File: src/rtl/irq_sched.sv
// rtl/irq_sched.sv - machine timer, interrupt capture and fixed-priority request/ack/done scheduler
module irq_sched #(
  parameter int WIDTH = 32,
  parameter int PRE_W = 16
) (
  input  logic             clk,
  input  logic             reset,
  input  logic             cfg_we,
  input  logic [1:0]       cfg_addr,
  input  logic [WIDTH-1:0] cfg_wdata,
  input  logic             ext_irq,
  input  logic             irq_ack,
  input  logic             irq_done,
  output logic             irq_req,
  output logic [WIDTH-1:0] irq_cause,
  output logic [WIDTH-1:0] mtime
);

  localparam logic [WIDTH-1:0] CAUSE_EXT = WIDTH'(12'h800);
  localparam logic [WIDTH-1:0] CAUSE_TMR = WIDTH'(12'h080);
  localparam logic [WIDTH-1:0] CAUSE_SW  = WIDTH'(12'h008);

  typedef enum logic [1:0] {IDLE, REQ, SERVICE} state_e;

  state_e            state_q, state_d;
  logic              req_q, req_d;
  logic [WIDTH-1:0]  cause_q, cause_d;
  logic [WIDTH-1:0]  mtime_q, mtime_d;
  logic [WIDTH-1:0]  mtimecmp_q, mtimecmp_d;
  logic [PRE_W-1:0]  reload_q, reload_d;
  logic [PRE_W-1:0]  pre_q, pre_d;
  logic [2:0]        en_q, en_d;     // {ext, tmr, sw} = mask bits {11, 7, 3}
  logic              meip_q, meip_d;
  logic              msip_q, msip_d;
  logic              ext_prev_q;

  logic wr_cmp, wr_pre, wr_en, wr_sw;
  logic mtip, el_ext, el_sw, el_tmr;
  logic ack_take, clr_ext, clr_sw;
  logic unused_wdata;

  assign wr_cmp = cfg_we && (cfg_addr == 2'd0);
  assign wr_pre = cfg_we && (cfg_addr == 2'd1);
  assign wr_en  = cfg_we && (cfg_addr == 2'd2);
  assign wr_sw  = cfg_we && (cfg_addr == 2'd3);
  assign unused_wdata = ^cfg_wdata;

  assign mtip   = (mtime_q >= mtimecmp_q);
  assign el_ext = meip_q & en_q[2];
  assign el_tmr = mtip   & en_q[1];
  assign el_sw  = msip_q & en_q[0];

  assign ack_take = (state_q == REQ) && irq_ack;
  assign clr_ext  = ack_take && (cause_q == CAUSE_EXT);
  assign clr_sw   = ack_take && (cause_q == CAUSE_SW);

  always_comb begin
    mtime_d    = mtime_q;
    pre_d      = pre_q;
    reload_d   = reload_q;
    mtimecmp_d = mtimecmp_q;
    en_d       = en_q;
    msip_d     = msip_q;
    meip_d     = meip_q;

    if (pre_q == '0) begin
      pre_d   = reload_q;
      mtime_d = mtime_q + WIDTH'(1);
    end else begin
      pre_d = pre_q - PRE_W'(1);
    end
    if (wr_pre) begin
      reload_d = cfg_wdata[PRE_W-1:0];
      pre_d    = cfg_wdata[PRE_W-1:0];
    end
    if (wr_cmp) mtimecmp_d = cfg_wdata;
    if (wr_en)  en_d = {cfg_wdata[11], cfg_wdata[7], cfg_wdata[3]};

    // Config write beats the ack clear; a fresh edge beats the ack clear.
    if (wr_sw)       msip_d = cfg_wdata[3];
    else if (clr_sw) msip_d = 1'b0;
    meip_d = (ext_irq & ~ext_prev_q) | (meip_q & ~clr_ext);
  end

  always_comb begin
    state_d = state_q;
    req_d   = req_q;
    cause_d = cause_q;
    unique case (state_q)
      IDLE: begin
        if (el_ext | el_sw | el_tmr) begin
          req_d   = 1'b1;
          state_d = REQ;
          if (el_ext)     cause_d = CAUSE_EXT;
          else if (el_sw) cause_d = CAUSE_SW;
          else            cause_d = CAUSE_TMR;
        end
      end
      REQ: begin
        if (irq_ack) begin
          req_d   = 1'b0;
          state_d = SERVICE;
        end
      end
      SERVICE: begin
        if (irq_done) begin
          cause_d = '0;
          state_d = IDLE;
        end
      end
      default: begin
        state_d = IDLE;
        req_d   = 1'b0;
        cause_d = '0;
      end
    endcase
  end

  always_ff @(posedge clk or negedge reset) begin
    if (!reset) begin
      state_q    <= IDLE;
      req_q      <= 1'b0;
      cause_q    <= '0;
      mtime_q    <= '0;
      mtimecmp_q <= '1;
      reload_q   <= '0;
      pre_q      <= '0;
      en_q       <= '0;
      meip_q     <= 1'b0;
      msip_q     <= 1'b0;
      ext_prev_q <= 1'b0;
    end else begin
      state_q    <= state_d;
      req_q      <= req_d;
      cause_q    <= cause_d;
      mtime_q    <= mtime_d;
      mtimecmp_q <= mtimecmp_d;
      reload_q   <= reload_d;
      pre_q      <= pre_d;
      en_q       <= en_d;
      meip_q     <= meip_d;
      msip_q     <= msip_d;
      ext_prev_q <= ext_irq;
    end
  end

  assign irq_req   = req_q;
  assign irq_cause = cause_q;
  assign mtime     = mtime_q;

endmodule

File: config.mk
export PLATFORM = sky130hd
export DESIGN_NAME = irq_sched
export DESIGN_NICKNAME = d
export VERILOG_FILES = /design/src/rtl/irq_sched.sv
export SDC_FILE = /design/constraint.sdc
export NUM_CORES = 1
export LEC_CHECK = 0
export CAP_MARGIN = 40
export CORE_ASPECT_RATIO = 0.9
export CORE_MARGIN = 10
export CORE_UTILIZATION = 55
export DETAILED_ROUTE_END_ITERATION = 8
export GPL_ROUTABILITY_DRIVEN = 1
export PLACE_DENSITY = 0.83
export SLEW_MARGIN = 40
export SYNTH_ARGS = -nofsm -noshare
export SYNTH_HDL_FRONTEND = slang
export SYNTH_SLANG_ARGS = --single-unit
File: constraint.sdc
create_clock -name clk -period 7.6 [get_ports clk]
set_input_delay 0.76 -clock clk [delete_from_list [all_inputs] [get_ports clk]]
set_output_delay 0.76 -clock clk [all_outputs]
set_load 0.1 [all_outputs]
# Yosys cells after proc, flatten, opt, wreduce, memory -nomap -nowiden
# Index checks and enable logic that the tools add are counted.
# totals
out_inout_bits,65
register_bits,137
input_bits,40
elab_cells,66
# op_classes
muxes,16
n_addsub,2
eq_ne,10
n_lt_le_gt_ge,1
bitwise,12
reduce_logical,14
# ops
op,count
$pmux W32 S3,1
$mux W32,2
$add A32 B1 Y32 const B,1
$eq A32 B12 Y1 const B,1
$eq A32 B4 Y1 const B,1
$ge A32 B32 Y1,1
$mux W16,2
$logic_not A16 Y1,1
$sub A16 B1 Y16 const B,1
$mux W12,1
$reduce_and A3 Y1,3
$mux W8,1
$logic_and A1 B1 Y1,7
$eq A2 B2 Y1 const B,3
$mux W2,3
$ne A2 B2 Y1 const B,3
$pmux W2 S3,1
$and A1 B1 Y1,5
$eq A2 B1 Y1 const B,2
$logic_not A2 Y1,2
$mux W1,4
$not A1 Y1,4
$or A1 B1 Y1,3
$pmux W1 S3,1
$reduce_bool A2 Y1,1

# Logic depth before layout (Yosys ltp)
# logic_depth
depth_word,6
mapped_depth,8
depth_no_buf,7

# Worst setup path before layout
# OpenSTA, ideal clock, no wires.
# synth_timing
path_kind,reg2reg
startpoint,register mtime_q[0] (netlist: mtime[0])
endpoint,register cause_q[11] (netlist: irq_cause[11])
path_slack_ns,4.766
required_ns,7.532
n_path_buf,0
setup_time_ns,0.068
period_less_slack_ns,2.834
path_stages_with_launch,8
arrival_ns,2.766
cell_sequence,dfrtp_1 -> inv_1 -> ha_1 -> nand2b_1 -> a2111oi_0 -> a2111oi_0 -> o41ai_1 -> a41o_1
# synth_between
elab_chain_cells,5
# synth_lines
item,line,source
start: declaration,28,"logic [WIDTH-1:0] mtime_q, mtime_d;"
start signal: assignment,136,mtime_q <= mtime_d;
$ge A32 B32 Y1,48,assign mtip = (mtime_q >= mtimecmp_q);
$and A1 B1 Y1,50,assign el_tmr = mtip & en_q[1];
$or A1 B1 Y1,91,if (el_ext | el_sw | el_tmr) begin
$ne A2 B2 Y1 (no line),-,
$reduce_and A3 Y1 (no line),-,
end signal: assignment,135,cause_q <= cause_d;
end: declaration,27,"logic [WIDTH-1:0] cause_q, cause_d;"
# No other way between the ends.
# A chain may end at the register's enable or synchronous reset.

# Worst setup path in the final report
# layout_timing
startpoint,register pre_q[8]
endpoint,register mtime_q[18] (netlist: mtime[18])
# layout_between
elab_chain_cells,1
# layout_lines
item,line,source
start: declaration,31,"logic [PRE_W-1:0] pre_q, pre_d;"
start signal: assignment,139,pre_q <= pre_d;
$logic_not A16 Y1,66,if (pre_q == '0) begin
# No other way between the ends.

==> results.toml <==
[clocking]
path_clk_slew_ps = 70
insertion_delay_ps = 350
postCtsHoldBufs = 0
root_buffer = "clkbuf_16"
cts_resized = 0
cts_sinks = 108
cts_buffers = 9
cts_buffer_depth = 2
cts_setup_buffers = 0
cts_tree = "built"
htree_levels = 3

[power_and_ir_drop]
p_total_mw = 1.722
vdd_drop_max_v = 0.0001212
seqPwrFrac_pct = 44.8
internal_power_mw = 1.092
pwr-share-clk_pct = 26.7
p_leak_nw = 3.150
swShare_pct = 36.59
p_sw_mw = 0.6302
powerDensity_nw_per_um2 = 259.0
power_frac_comb_pct = 28.5

[drt]
post_drt_wl_per_cell_um = 17.08
first_iter_violations = 508
drc = 0
via_count = 4633
drtAntennaViolNets = 0
dr.pass1.iters = 5
vias_per_cell = 5.657
routed_wl_um = 13990

[setup_path]
r2r_cells = 6
endpoint_kind = "register"
critPathRequiredTime_ps = 7830
crit_path_max_fanout = 12
crit_type = "reg2reg"
cp_data_arrival_time_ps = 3380
start_kind = "register"

[yosys]
synth.area.top_cells = "dfrtp_1 (33%), dfstp_2 (15%), ha_1 (7.6%)"
yosys.area.top_type = "dfrtp_1"
synth-warning-count = 0
yosys_register_bits = 108
async_reset_ff_share_pct = 100.0
yosysSeqAreaShare_pct = 47.43
syn-cell-area_um2 = 5783
postSynthCellCount = 615
synth_edf_count = 0
ys_types = 51
synth_flop_cell = "dfrtp_1"
yosysTopAreaCellShare_pct = 32.89
synth.avg_cell_area_um2 = 9.403

[place]
place_inst = 803
port_buffers = 75
place_hpwl_um = 10230
finalWeightedCongestion = 0.8661

[sta]
min_period_ps = 3158
tns_ps = 0
slew-limit-headroom_pct = 42.61
final_max_slew_viol_count = 0
skew_ps = 7.835
max_freq_ghz = 0.3167
fin_crit_sh_pct = 41.55
setup_violations = 0
tightest_slew_ps = 857.7
hold_viol_final = 0
rsz0062_at_grt = "false"

[grt]
overflow = 0
antenna_found_initial = 0
grt_pass1_vias = 4652
grt_start_max_net_pins = 64
grt_pass1_wl_um = 22680
grt_use_total_pct = 18.46

[finish]
seqCellArea_um2 = 2743
finish.utilization_pct = 64.88
drive_gt1_share_pct = 14.35
final_cell_mix = "nand2_1 (107), dfrtp_1 (76), o21ai_0 (62)"
area.growth.synth_to_final_pct = 14.97
multi_input_area_um2 = 2709
final_common_cell = "nand2_1"
fillerInstances = 786
antennaDiodeCount = 0
final_cells = 819
fin_nets = 760

[min_path]
min_path_cells = 1
hold_path.class = "reg2reg"

[floorplan]
die_area_um2 = 15020
die_x_um = 128.1
ios = 105
rows = 35
die_h_um = 117.3
core_area_um2 = 10250
initial_core_util_pct = 56.43

[status]
status = "complete, no violations"

[run]
maxCapViolations = 0
[cell families after synthesis]
kind of cell / after synthesis / share of synthesized area [%]
buffers and inverters: 88 / 7.854
adders and majority gates: 35 / 7.572
muxes: 7 / 1.276
AOI/OAI and AO/OA: 114 / 11.29
DFF: 108 / 47.43
xor gates and xnor gates: 39 / 5.906
and+or+nand+nor: 223 / 18.61
other: 1 / 0.06484
[final timing paths]
path	end	start	slack [ps]
max in group asynchronous	reload_q[13]	reset	6010
worst max register to register	mtime[18]	pre_q[8]	4440
min in group asynchronous	mtime[22]	reset	440
worst min register to register	meip_q	ext_prev_q	430
worst min-delay path	meip_q	ext_prev_q	430
worst max-delay path	mtime[18]	pre_q[8]	4440
[power groups by stage]
| stage | Clock, mW | Combinational (mW) | Sequential, mW |
|---|---|---|---|
| after global placement | 0 | 0.471 | 0.770 |
| after global routing | 0.479 | 0.538 | 0.786 |
| final | 0.460 | 0.490 | 0.772 |
| after detailed placement | 0 | 0.482 | 0.778 |
| after CTS | 0.458 | 0.487 | 0.768 |
| after floorplan | 0 | 0.326 | 0.823 |
[routing by layer]
metal	wire length (um)	GRT usage [%]
met1	6018	23.71
met2	6604	29.41
met3	976	3.872
met4	387	8.546
met5	0	0
[critical path, stage by stage (launching register included)]
cell and delay, ps:
dfrtp_1 450, or4_1 610, or4_1 620, nor2_1 730, buf_4 300, nand4_1 140
xnor2_1 170
[registers in the layout, summed over array words and instances (netlist names)]
register    count
en_q            3
ext_prev_q      1
irq_cause       3
irq_req         1
meip_q          1
msip_q          1
mtime          32
mtimecmp_q     32
pre_q          16
reload_q       16
state_q         2
[stage by stage]
stage	worst slack (ps)	area [um2]	hold slack, ps
2_1_floorplan	4766	5888	399.6
3_3_place_gp	4692	6529	403.4
3_5_place_dp	4462	6356	431.2
4_1_cts	4396	6644	440.5
5_1_grt	4318	6649	472.7
6_report	4442	6649	425.9
[synthesized netlist by cell type, drive strengths merged (3+ instances only)]
library cell	n
a21o	3
a31oi	4
buf	33
ha	35
nand2	108
or4	4
inv	40
a211oi	4
xor2	4
o21a	5
nor2	17
nand2b	4
mux2	3
nand3b	4
a21oi	23
mux2i	4
nand3	20
o21ai	62
nor3	18
dfstp	32
dfrtp	76
clkbuf	15
and3	8
nor4	7
nand4	21
xnor2	35
[layout make-up]
type                            instances  share of cell area, %
Clock buffer                           12                  3.858
Inverter                               40                  2.258
Clock inverter                          4                 0.4705
Sequential cell                       108                  41.25
Timing Repair Buffer                   79                  8.995
Multi-Input combinational cell        447                  40.74
Tap cell                              129                  2.428
Note: power is estimated with default switching activity, not from simulation.
